### src/rtl/conv_result_streamer.sv
// Captures a convolver result frame and streams it word by word
// over valid/ready, with optional round-half-up right-shift rescaling.
module conv_result_streamer #(
    parameter int LEN             = 2,
    parameter int SIGNAL_LENGTH_1 = 4,
    parameter int SHIFT           = 0,
    parameter int IDX_W           = 8
) (
    input  logic                                    clk,
    input  logic                                    rst_n,
    input  logic                                    conv_done,
    input  logic [(LEN+SIGNAL_LENGTH_1+1)*16:0]     conv_result,
    input  logic                                    clear_ovr,
    input  logic                                    out_ready,
    output logic                                    out_valid,
    output logic [15:0]                             out_data,
    output logic [IDX_W-1:0]                        out_index,
    output logic                                    out_last,
    output logic                                    busy,
    output logic                                    overrun,
    output logic [IDX_W-1:0]                        frame_count
);

    localparam int N_OUT = LEN + SIGNAL_LENGTH_1 + 1;
    localparam logic [IDX_W-1:0] LAST = IDX_W'(N_OUT - 1);

    typedef enum logic {S_IDLE, S_STREAM} state_t;

    state_t                 r_state;
    state_t                 w_state_nxt;
    logic                   r_done_q;
    logic [IDX_W-1:0]       r_idx;
    logic [IDX_W-1:0]       r_frame_cnt;
    logic                   r_ovr;
    logic [N_OUT*16-1:0]    r_buf;

    logic                   w_start;
    logic                   w_xfer;
    logic                   w_final;
    logic                   w_capture;
    logic                   w_streaming;
    logic [15:0]            w_head;
    logic [15:0]            w_scaled;
    logic                   w_unused;

    assign w_unused    = conv_result[N_OUT*16];
    assign w_streaming = (r_state == S_STREAM);
    assign w_start     = conv_done & ~r_done_q;
    assign w_xfer      = w_streaming & out_ready;
    assign w_final     = w_xfer & (r_idx == LAST);
    // A start on the final transfer is accepted as a back-to-back frame
    assign w_capture   = w_start & (~w_streaming | w_final);

    always_ff @(posedge clk or negedge rst_n) begin
        if (!rst_n) begin
            r_state <= S_IDLE;
        end else begin
            r_state <= w_state_nxt;
        end
    end

    always_comb begin
        w_state_nxt = r_state;
        case (r_state)
            S_IDLE: begin
                if (w_start) w_state_nxt = S_STREAM;
            end
            S_STREAM: begin
                if (w_final && !w_start) w_state_nxt = S_IDLE;
            end
            default: w_state_nxt = S_IDLE;
        endcase
    end

    always_comb begin
        out_valid   = w_streaming;
        busy        = w_streaming;
        out_data    = w_streaming ? w_scaled : 16'h0000;
        out_index   = w_streaming ? r_idx : '0;
        out_last    = w_streaming & (r_idx == LAST);
        overrun     = r_ovr;
        frame_count = r_frame_cnt;
    end

    always_ff @(posedge clk or negedge rst_n) begin
        if (!rst_n) begin
            r_done_q    <= 1'b0;
            r_idx       <= '0;
            r_frame_cnt <= '0;
            r_ovr       <= 1'b0;
        end else begin
            r_done_q <= conv_done;
            if (w_capture || w_final) begin
                r_idx <= '0;
            end else if (w_xfer) begin
                r_idx <= r_idx + 1'b1;
            end
            if (w_final) begin
                r_frame_cnt <= r_frame_cnt + 1'b1;
            end
            if (w_start && w_streaming && !w_final) begin
                r_ovr <= 1'b1;
            end else if (clear_ovr) begin
                r_ovr <= 1'b0;
            end
        end
    end

    // Word buffer shifts down on each transfer; head is always the next word
    always_ff @(posedge clk) begin
        if (w_capture) begin
            r_buf <= conv_result[N_OUT*16-1:0];
        end else if (w_xfer) begin
            r_buf <= {16'h0000, r_buf[N_OUT*16-1:16]};
        end
    end

    assign w_head = r_buf[15:0];

    generate
        if (SHIFT == 0) begin : g_noshift
            assign w_scaled = w_head;
        end else begin : g_shift
            localparam logic signed [16:0] RND = 17'(1 << (SHIFT - 1));
            logic signed [16:0] w_sum;
            assign w_sum    = $signed({w_head[15], w_head}) + RND;
            assign w_scaled = 16'(w_sum >>> SHIFT);
        end
    endgenerate

endmodule
### config.mk
export PLATFORM = sky130hd
export DESIGN_NAME = conv_result_streamer
export DESIGN_NICKNAME = d
export VERILOG_FILES = /design/src/rtl/conv_result_streamer.sv
export SDC_FILE = /design/constraint.sdc
export NUM_CORES = 1
export LEC_CHECK = 0
export ABC_AREA = 1
export BUFFER_PORTS_ARGS = -buffer_cell sky130_fd_sc_hd__buf_2
export CORE_MARGIN = 2
export CORE_UTILIZATION = 53
export CTS_CLUSTER_DIAMETER = 150
export DETAILED_ROUTE_END_ITERATION = 10
export GPL_TIMING_DRIVEN = 0
export PLACE_DENSITY = 0.8
export SETUP_SLACK_MARGIN = 0.02
export SYNTH_ARGS = -nofsm -noshare
export SYNTH_HDL_FRONTEND = slang
export SYNTH_SLANG_ARGS = --single-unit
### constraint.sdc
create_clock -name clk -period 4.32 [get_ports clk]
set_clock_uncertainty 0.15 [all_clocks]
set_input_delay 0.864 -clock clk [delete_from_list [all_inputs] [get_ports clk]]
set_output_delay 0.864 -clock clk [all_outputs]
set_load 0.05 [all_outputs]
### Yosys cells after proc, flatten, opt, wreduce, memory -nomap -nowiden

Index checks and enable logic that the tools add are counted.

* bits in read-only memories: 0
* register bits after elaboration: 131
* logic and storage cells: 37
* bits in writable memories: 0
* latch bits: 0
* input port bits: 118
* memories: 0
* output and inout port bits: 36

* equal/unequal tests: 1
* multiplexer cells: 11
* reduce and logical (&&, ||, !) cells: 9
* add/sub/neg operators: 2
* multipliers: 0
* bitwise operators: 8
* magnitude comparators: 0
* shift-type cells: 0
* div/mod/pow operators: 0

Operator list (count)
* 112-bit 2-to-1 mux: 2
* 8-bit 2-to-1 mux: 3
* 8-bit by 1-bit adder with 8-bit output, second input constant: 2
* 16-bit 2-to-1 mux: 1
* 8-bit by 3-bit equality test with 1-bit output, second input constant: 1
* 2-bit nonzero test: 3
* 1-bit bitwise AND: 5
* 1-bit 2-to-1 mux: 4
* 1-bit logical AND: 3
* 1-bit zero test: 2
* 1-bit inverter: 2
* 1-bit case mux with 2 select lines: 1
* 1-bit logical OR: 1
* 1-bit OR: 1

### Logic depth before layout (Yosys ltp)

Gate-level depths: netlist of run 1.

* depth in word-level cells: 6
* mapped depth: 11
* gate-level depth less buffers: 9

### Worst setup path after synthesis of run 1

OpenSTA, ideal clock, no wires.

* path kind: flip-flop to flip-flop
* start point: register r_state (netlist: busy)
* end point: register r_buf[0], enable pin
* arrival time: 3.452 ns
* clock period less this slack: 4.068 ns
* cell stages (with the launch flop): 6
* slack: 0.252 ns
* buffers on the path: 1
* library setup time: 0.465 ns
* path through: dfrtp_1 -> buf_4 -> nand2_1 -> inv_2 -> a31oi_1 -> inv_1

* cells in the longest elaborated chain, start to end: 5

Ends and longest elaborated chain
* start, declared: line 29 `state_t r_state;`
* start signal, assigned: line 58 `r_state <= w_state_nxt;`
* 1-bit bitwise AND: line 49 `assign w_xfer = w_streaming & out_ready;`
* 1-bit bitwise AND: line 50 `assign w_final = w_xfer & (r_idx == LAST);`
* 1-bit OR: line 52 `assign w_capture = w_start & (~w_streaming | w_final);`
* 1-bit bitwise AND: line 52
* 2-bit nonzero test (no line) (*)
* end signal, assigned: line 112 `r_buf <= conv_result[N_OUT*16-1:0];`
* end signal, assigned: line 114 `r_buf <= {16'h0000, r_buf[N_OUT*16-1:16]};`
* end, declared: line 35 `logic [N_OUT*16-1:0] r_buf;`

Mark *: on every way between the ends. The rest lies on a longest branch, timed or not.
A chain may end at the register's enable or synchronous reset.

### Final worst setup path of run 1

* start point: register r_state (netlist: busy)
* end point: register r_buf[111], enable pin

Same word-level chain as after synthesis.

==> impl_metrics.json, run 1 <==
{
  "status": "finished clean",
  "syn_area_mm2": 0.00610,
  "placementRows": 39,
  "track_usage_pct": 22.3,
  "firstDrtPassIters": 5,
  "io_pins": 154,
  "synth_top_cell_area_share_pct": 55.1,
  "grt_pass1_wl_mm": 21.6,
  "cp_cell_sequence": "buf_4 -> nand2_1 -> inv_2 -> a31oi_1 -> inv_4 -> buf_16",
  "ctsLongestPathBuffers": 2,
  "clkLatencyLatePin_ns": 0.40,
  "critical_path_depth": 6,
  "dp_worst_setup_slack_ns": 1.17,
  "r2r_slack_ns": 1.51,
  "path_delay_family": "buffers and inverters",
  "crit_path_start": "busy",
  "cts_htree_levels": 4,
  "avgSynthCellArea_um2": 9.40,
  "use_met1_pct": 25.1,
  "p_sw_mw": 1.65,
  "endpoint": "r_buf[111]",
  "path_max_fanout": 60,
  "cellLeakagePower_nw": 3.88,
  "maxSlewHeadroom_pct": 37.4,
  "grt_pass1_vias": 4844,
  "power_frac_comb_pct": 30.0,
  "nNetsFinal": 942,
  "crit_buf_inv": 4,
  "ctsResizeCount": 0,
  "cts_made_buffers": 17,
  "hold_slack_ns": 0.247,
  "wl_per_cell_um": 13.5,
  "coreArea_mm2": 0.0113,
  "start_util_pct": 53.9,
  "final_layout_size_suffix_gt1_share_pct": 24.9,
  "fin_ws_ns": 1.51,
  "critical_path_class": "flip-flop to flip-flop",
  "report.final.setup_viol": 0,
  "maxSlewViolCount": 0,
  "hp-class": "input pin to asynchronous set/reset pin",
  "grt_use_met2_pct": 39.7,
  "final_area_mm2": 0.00762,
  "vias": 4879,
  "p_clk_share_pct": 28.3,
  "worst_pin_slew_ns": 0.935,
  "area_growth_syn_to_layout_pct": 24.9,
  "cpPeakStageDelay_ns": 0.70,
  "powerDensity_mw_per_mm2": 620,
  "numPortBuffers": 152,
  "root_buffer": "clkbuf_16",
  "rr_worst_depth": 6,
  "cts_tree": "built",
  "fin_crit_sh_pct": 65.0,
  "fp.dieArea_mm2": 0.0124,
  "synth_area_leader_cell": "edfxtp_1",
  "grt_max_degree": 61,
  "place_area_mm2": 0.00707,
  "switching_share_pct": 34.9,
  "arrival_ns": 2.79,
  "slowest_stage": "a31oi_1",
  "cp-start-kind": "flip-flop",
  "grt_use_met3_pct": 6.29,
  "clk_pin_slew_ns": 0.05,
  "antenna_left": 0,
  "syn-instance-count": 649,
  "synth_seq_cells": 131,
  "antenna_cells": 0,
  "synth_cell_type_count": 25,
  "crit_path_end_kind": "flip-flop",
  "grt_setup_unrepaired": "no",
  "dp_hpwl_mm": 9.67,
  "drc": 0,
  "hold_buffers": 0,
  "top_usage_layer": "met2",
  "place_congestion": 0.838,
  "maxCapViolCount": 0,
  "synth.top_cells.by_area": "edfxtp_1, nand2_1, nand3_1, dfrtp_1, inv_1",
  "vdd_drop_max_v": 0.000406,
  "yosysSeqAreaShare_pct": 62.9,
  "vias_per_cell": 4.99,
  "overflow": 0,
  "drt-total-wl_mm": 13.2,
  "rr_startpoint": "busy",
  "power.internal_mw": 3.07,
  "period_minus_slack_ns": 2.81,
  "fin_util_pct": 67.3,
  "postCtsSetupRepairBufs": 0,
  "worstReg2RegEnd": "r_buf[111]",
  "die_h_um": 111,
  "syn_nets": 770,
  "yosys_warnings": 0,
  "drt_iter0_markers": 302,
  "power_frac_seq_pct": 41.7,
  "fmax_mhz": 356,
  "critical_path_required_ns": 4.30,
  "hold_violations": 0,
  "grt_antenna_before_repair": 0,
  "cts.sinks": 131,
  "die_x_um": 111
}
## Yosys cell counts
| library cell | count |
|---|---|
| nand2_1 | 260 |
| edfxtp_1 | 112 |
| nand3_1 | 106 |
| inv_1 | 60 |
| nor2_1 | 28 |
| dfrtp_1 | 19 |
| clkbuf_1 | 12 |
| buf_2 | 11 |
| buf_4 | 11 |
| xor2_1 | 7 |
| ha_1 | 3 |
| buf_6 | 2 |
| nand2_2 | 2 |
| nand3b_1 | 2 |
| nand4_1 | 2 |
| o21ai_0 | 2 |
| xnor2_1 | 2 |
| a2bb2oi_1 | 1 |
| a31oi_1 | 1 |
| clkinv_1 | 1 |
| inv_2 | 1 |
| nand2_4 | 1 |
| nor2_2 | 1 |
| nor3_1 | 1 |
| o22ai_1 | 1 |
## state kept, by name, summed over array words and instances (netlist names)
signal / cells
busy: 1
r_idx: 8
r_buf: 112
r_done_q: 1
overrun: 1
frame_count: 8
## logic make-up (layout without fill, tap and decap cells)
logic type	Yosys count	count (layout)	share of synthesized area (%)
simple gates	403	403	27.5
flops	131	131	62.9
buf+inv	98	283	7.18
xor+xnor	9	9	1.29
compound gates	5	5	0.513
fa+ha+maj	3	3	0.616
## cell usage in the layout (no fill, tap or decap), types with 2 or more instances in the layout
cell,instances
bufinv_16,2
clkbuf_1,14
dfrtp_1,19
o21ai_0,2
buf_6,2
buf_4,11
nand4_1,2
xor2_1,7
ha_1,3
nand2_2,2
nand3_1,106
clkinvlp_4,2
nand2_1,260
clkinv_1,6
inv_1,59
buf_2,163
edfxtp_1,112
xnor2_1,2
nand3b_1,2
nor2_1,28
clkbuf_16,17
clkinv_2,3
## metal layers
layer,vias up,share of wire [%]
met4,0,1.7
li1,2448,-
met3,18,7.9
met1,2225,39
met5,-,0
met2,188,52
## worst min path at each step
stage	to	slack, ns
after floorplan	r_buf[0]	0.34
after CTS	r_idx[1]	0.25
final	r_idx[6]	0.25
after detailed placement	r_buf[16]	0.35
after global placement	r_buf[17]	0.34
after global routing	r_idx[4]	0.27
## worst register-to-register path: stages, from the launching register on
cell and delay (ns):
dfrtp_1 0.38, buf_4 0.19, nand2_1 0.13, inv_2 0.10, a31oi_1 0.71, inv_4 0.48, buf_16 0.38
## metrics by stage
step / power [mW] / setup TNS [ns] / instances
floorplan: 3.04 / 0 / 649
global placement: 3.35 / -60.14 / 944
detailed placement: 3.41 / 0 / 945
CTS: 4.74 / 0 / 977
global route: 4.98 / 0 / 977
finish: 4.72 / 0 / 977
## power by group through the flow
stage          Combinational (mW)  Clock [mW]  Sequential, mW
2_1_floorplan               0.986           0            2.06
3_3_place_gp                 1.35           0            2.00
3_5_place_dp                 1.41           0            1.99
4_1_cts                      1.43        1.34            1.97
5_1_grt                      1.57        1.41            2.00
6_report                     1.42        1.33            1.97
## cell type report
cell class                      instances  area [um2]
Sequential cell                       131        3840
Fill cell                             896        3700
Multi-Input combinational cell        420        1820
Timing Repair Buffer                  153         788
Clock buffer                           19         433
Inverter                               62         235
Buffer                                 36         205
Tap cell                              143         179
Clock inverter                         13         118
(Power assumes the default switching activity.)
==> inputs of run 2 (changes only) <==
--- a/config.mk
+++ b/config.mk
@@ -8,11 +8,11 @@
 export ABC_AREA = 1
 export BUFFER_PORTS_ARGS = -buffer_cell sky130_fd_sc_hd__buf_2
 export CORE_MARGIN = 2
-export CORE_UTILIZATION = 53
+export CORE_UTILIZATION = 48
 export CTS_CLUSTER_DIAMETER = 150
 export DETAILED_ROUTE_END_ITERATION = 10
 export GPL_TIMING_DRIVEN = 0
-export PLACE_DENSITY = 0.8
+export PLACE_DENSITY = 0.76
 export SETUP_SLACK_MARGIN = 0.02
 export SYNTH_ARGS = -nofsm -noshare
 export SYNTH_HDL_FRONTEND = slang
==> constraint.sdc (replaced) <==
create_clock -name clk -period 2.5 [get_ports clk]
set_clock_uncertainty 0.15 [all_clocks]
set_input_delay 0.5 -clock clk [delete_from_list [all_inputs] [get_ports clk]]
set_output_delay 0.5 -clock clk [all_outputs]
set_load 0.05 [all_outputs]
==> run 2 against run 1 <==
Against the previous run: setup slack worse by 1.4 ns; count of clock-buffer cells in the layout shrank 2; hold slack worse by 0.15 ns; sequential share of layout area decreased by 0.98 points; cell area grew 2.0%; critical path type unchanged; largest cell class unchanged.
==> impl_metrics.json, run 2 (synthesis gave the netlist of run 1 again) <==
{
  "cts_made_buffers": 17,
  "dp_hpwl_mm": 9.48,
  "critical_path_class": "flip-flop to flip-flop",
  "io_pins": 154,
  "crit_path_end_kind": "flip-flop",
  "r2r_slack_ns": 0.09,
  "die_x_um": 117,
  "fmax_mhz": 415,
  "power_frac_seq_pct": 40.7,
  "worst_pin_slew_ns": 0.625,
  "final_layout_size_suffix_gt1_share_pct": 26.5,
  "cellLeakagePower_nw": 3.92,
  "grt_antenna_before_repair": 2,
  "root_buffer": "clkbuf_16",
  "grt_max_degree": 39,
  "postCtsSetupRepairBufs": 0,
  "placementRows": 41,
  "coreArea_mm2": 0.0125,
  "cts_tree": "built",
  "largest_reg_flops": 112,
  "largest_register": "r_buf",
  "track_usage_pct": 20.3,
  "die_h_um": 117,
  "switching_share_pct": 34.8,
  "fp.dieArea_mm2": 0.0136,
  "maxCapViolCount": 0,
  "firstDrtPassIters": 7,
  "path_max_fanout": 11,
  "antenna_left": 0,
  "power.internal_mw": 5.44,
  "slowest_stage": "clkinvlp_2",
  "grt_pass1_vias": 4521,
  "cts_htree_levels": 4,
  "final_cell_mix": "nand2_1, buf_2, edfxtp_1, nand3_1, inv_1",
  "critical_path_required_ns": 2.33,
  "start_util_pct": 48.7,
  "drt-total-wl_mm": 13.1,
  "maxSlewHeadroom_pct": 58.2,
  "nNetsFinal": 946,
  "power_mw": 8.34,
  "vdd_drop_max_v": 0.000485,
  "path_delay_family": "buffers and inverters",
  "grt_pass1_wl_mm": 20.7,
  "vias": 4793,
  "hp-class": "input pin to flip-flop",
  "cp-start-kind": "flip-flop",
  "fin_crit_sh_pct": 96.4,
  "report.final.setup_viol": 0,
  "drc": 0,
  "place_congestion": 0.829,
  "layout_commonest_cell": "nand2_1",
  "powerDensity_mw_per_mm2": 1070,
  "vias_per_cell": 4.74,
  "crit_buf_inv": 3,
  "overflow": 0,
  "wl_per_cell_um": 13.0,
  "p_clk_share_pct": 29.5,
  "cpPeakStageDelay_ns": 0.67,
  "hold_slack_ns": 0.0978,
  "status": "finished clean",
  "drt_iter0_markers": 345,
  "clk_pin_slew_ns": 0.06,
  "period_minus_slack_ns": 2.41,
  "maxSlewViolCount": 0,
  "nFillCells": 1051,
  "hold_violations": 0,
  "cts.sinks": 131,
  "ctsLongestPathBuffers": 2,
  "numPortBuffers": 152,
  "power_frac_comb_pct": 29.8,
  "area_growth_syn_to_layout_pct": 27.5,
  "cp_cell_sequence": "buf_6 -> nand2_4 -> inv_4 -> a31oi_4 -> clkinvlp_2",
  "grt_setup_unrepaired": "no",
  "p_sw_mw": 2.90,
  "clkLatencyLatePin_ns": 0.42,
  "arrival_ns": 2.24
}
[run 2: cell count changes in the layout (fill, tap and decap cells not counted), sizes merged]
cell and change:
clkinvlp +4, bufinv +1, clkbuf -2, inv -1
buf +1, diode +1, dlygate4sd3 +1
[run 2: repair_timing]
| item | 4_1_cts | 5_1_grt |
|---|---|---|
| hold endpoints to repair | 19 | 0 |
| resized for setup | 1 | 4 |
| gates cloned | 2 | 0 |
| setup endpoints to repair | 112 | 19 |
| hold buffers | 1 | 0 |
[run 2: final cells by class]
cell class | count | area (um2) | share of cell area [%]
buffer | 36 | 211 | 2.72
antenna | 1 | 2.50 | 0.0322
clock inverter | 15 | 166 | 2.14
sequential | 131 | 3840 | 49.4
timing repair buffer | 155 | 811 | 10.4
clock buffer | 17 | 425 | 5.47
inverter | 62 | 239 | 3.07
timing repair inverter | 2 | 12.5 | 0.161
tap | 172 | 215 | 2.77
multi-input combinational | 420 | 1850 | 23.8
[run 2: power by group through the flow]
stage	logic, mW	clock network [mW]	registers [mW]
after floorplan	1.73	0	3.54
after global placement	2.38	0	3.45
after detailed placement	2.46	0	3.44
after CTS	2.49	2.49	3.40
after global routing	2.77	2.60	3.45
final	2.48	2.47	3.40
[run 2: path summary, 6_finish.rpt]
check / from / endpoint / cells after the start
max in group asynchronous: rst_n / busy / 2
worst min-delay path: conv_done / r_done_q / 1
worst min register to register: r_buf[32] / r_buf[16] / 2
worst max register to register: busy / r_buf[14] / 5
worst max-delay path: busy / r_buf[14] / 5
min in group asynchronous: rst_n / frame_count[1] / 2
[run 2: stage by stage]
stage / cell area, um2 / util (%) / setup TNS (ns) / std cells / setup slack (ns)
finish: 7770 / 62.1 / 0 / 1011 / 0.0888
global route: 7770 / 62.1 / 0 / 1011 / 0.0263
CTS: 7770 / 62.1 / 0 / 1010 / 0.0784
detailed placement: 7150 / 57.1 / -24.94 / 975 / -0.304
global placement: 7110 / 56.8 / -161.04 / 973 / -1.44
floorplan: 6140 / - / -92.19 / 649 / -0.823
[run 2: worst reg2reg max path: cells and delay by family, from the launching register on]
| kind | cells | cell delay (ns) |
|---|---|---|
| AO/OA/AOI/OAI | 1 | 0.43 |
| buffers and inverters | 3 | 0.90 |
| flip-flops | 1 | 0.42 |
| AND/OR/NAND/NOR | 1 | 0.08 |
[run 2: per-layer routing]
layer / vias to the layer above / wire, um / global-route usage [%]
li1: 2464 / - / -
met4: 2 / 434 / 10.7
met5: - / 11 / 0
met3: 38 / 1070 / 6.28
met2: 179 / 6410 / 34.7
met1: 2110 / 5210 / 22.8
==> inputs of run 3 (changes only) <==
--- a/config.mk
+++ b/config.mk
@@ -7,6 +7,7 @@
 export LEC_CHECK = 0
 export ABC_AREA = 1
 export BUFFER_PORTS_ARGS = -buffer_cell sky130_fd_sc_hd__buf_2
+export CORE_ASPECT_RATIO = 1.1
 export CORE_MARGIN = 2
 export CORE_UTILIZATION = 48
 export CTS_CLUSTER_DIAMETER = 150
==> run 3 against run 2 <==
Against the previous run: power down 3.2%; setup slack gained 0.074 ns; maximum frequency is 3.2% higher; utilization down 0.39 points; routed wire length barely moved; global-route usage shrank 0.21 points; non-clock buffer count increased by 2; critical path depth stayed put; hold slack worse by 0.0061 ns; combinational power about the same; cell area shrank 0.90%; critical path type is now flip-flop to primary output; largest cell class unchanged; largest power group unchanged.
==> impl_metrics.json, run 3 (synthesis gave the netlist of run 1 again) <==
{
  "status": "finished clean",
  "grt_max_degree": 39,
  "report.final.setup_viol": 0,
  "placementRows": 43,
  "powerDensity_mw_per_mm2": 1050,
  "nFillCells": 1059,
  "fin_crit_sh_pct": 93.5,
  "grt_pass1_wl_mm": 21.1,
  "cellLeakagePower_nw": 3.91,
  "largest_reg_flops": 112,
  "worst_pin_slew_ns": 0.549,
  "vias_per_cell": 4.76,
  "critical_path_required_ns": 1.85,
  "final_layout_size_suffix_gt1_share_pct": 26.4,
  "root_buffer": "clkbuf_16",
  "crit_path_end_kind": "primary output",
  "cts_tree": "built",
  "vias": 4754,
  "drc": 0,
  "grt_antenna_before_repair": 2,
  "fin_ws_ns": 0.163,
  "final_cell_mix": "nand2_1, buf_2, edfxtp_1, nand3_1, inv_1",
  "fin_util_pct": 61.7,
  "io_pins": 154,
  "period_minus_slack_ns": 2.34,
  "coreArea_mm2": 0.0125,
  "layout_commonest_cell": "nand2_1",
  "die_h_um": 122,
  "critical_path_class": "flip-flop to primary output",
  "track_usage_pct": 20.1,
  "arrival_ns": 1.69,
  "hp-class": "input pin to flip-flop",
  "vdd_drop_max_v": 0.000811,
  "grt_setup_unrepaired": "no",
  "fin_setup_tns_ns": 0,
  "largest_register": "r_buf",
  "crit_path_start": "r_idx[0]",
  "maxSlewHeadroom_pct": 63.2,
  "firstDrtPassIters": 7,
  "dp_hpwl_mm": 9.61,
  "hold_slack_ns": 0.0917,
  "numPortBuffers": 152,
  "rr_startpoint": "busy",
  "antenna_left": 0,
  "grt_pass1_vias": 4512,
  "area_growth_syn_to_layout_pct": 26.3,
  "path_max_fanout": 5,
  "cts_made_buffers": 17,
  "hold_violations": 0,
  "cts.sinks": 131,
  "drt-total-wl_mm": 13.1,
  "maxSlewViolCount": 0,
  "die_x_um": 111,
  "fp.dieArea_mm2": 0.0136,
  "clkLatencyLatePin_ns": 0.42,
  "min_from": "conv_done",
  "clk_pin_slew_ns": 0.05,
  "wl_per_cell_um": 13.2,
  "overflow": 0,
  "nNetsFinal": 948,
  "start_util_pct": 48.9,
  "maxCapViolCount": 0,
  "dp_worst_setup_slack_ns": -0.306,
  "ctsLongestPathBuffers": 2,
  "place_congestion": 0.836,
  "fmax_mhz": 428,
  "cts_htree_levels": 4,
  "power_mw": 8.07,
  "drt_iter0_markers": 304,
  "cp-start-kind": "flip-flop"
}
run 3: changes by cell type in the layout (fill, tap and decap cells not counted):
| cell | delta |
|---|---|
| buf_4 | +2 |
| clkinv_4 | -3 |
| clkinvlp_4 | -1 |
| clkinv_1 | +1 |
| bufinv_16 | -2 |
| clkinv_2 | +4 |
| clkbuf_1 | +1 |
run 3: layer usage:
layer	global-route usage, %	part of all wire, %
met3	7.46	8.9
met5	0	0.061
met2	35.4	52
met4	7.95	1.3
met1	22.1	38
run 3: power breakdown:
| group | internal [mW] | switching [mW] | total, mW |
|---|---|---|---|
| sequential | 3.19 | 0.210 | 3.40 |
| clock | 1.33 | 0.859 | 2.19 |
| combinational | 0.709 | 1.77 | 2.48 |
| total | 5.23 | 2.84 | 8.07 |
run 3: worst paths after layout:
| check | slack, ns | endpoint | depth (start not counted) |
|---|---|---|---|
| max | 0.16 | out_last | 5 |
| min | 0.09 | r_done_q | 1 |
| max reg2reg | 0.21 | r_buf[68] | 5 |
| min reg2reg | 0.36 | r_buf[49] | 2 |
| max in group asynchronous | 1.47 | busy | 2 |
| min in group asynchronous | 0.41 | overrun | 2 |
run 3: area by class of cell:
class / instances / area [um2] / share of cell area [%]
flip-flops and latches: 131 / 3840 / 49.9
multi-input cells: 420 / 1850 / 24.0
repair buffers: 157 / 826 / 10.7
clock buffers: 18 / 429 / 5.57
inverters: 62 / 239 / 3.10
plain buffers: 36 / 211 / 2.75
well taps: 157 / 196 / 2.55
clock inverters: 14 / 96.3 / 1.25
repair inverters: 2 / 12.5 / 0.162
diodes: 1 / 2.50 / 0.0325
run 3: worst max-delay path, cell delays in order, from the launching register on:
cell     delay, ns
dfrtp_1       0.43
inv_1         0.11
ha_1          0.16
nand3_1       0.12
nor3_2        0.17
buf_2         0.28
run 3: repair_timing:
item                                    4_1_cts  5_1_grt
hold endpoints to repair                     19        0
hold buffers                                  1        0
gates resized for setup                       1        4
endpoints found under the setup margin      112       84
gates cloned                                  1        1
setup buffers                                 0        2
pin swaps                                     0        0
run 3: metrics by stage:
stage	std cells	area, um2
after floorplan	649	6140
after global routing	998	7700
final	998	7700
after global placement	958	7090
after detailed placement	960	7130
after CTS	994	7680
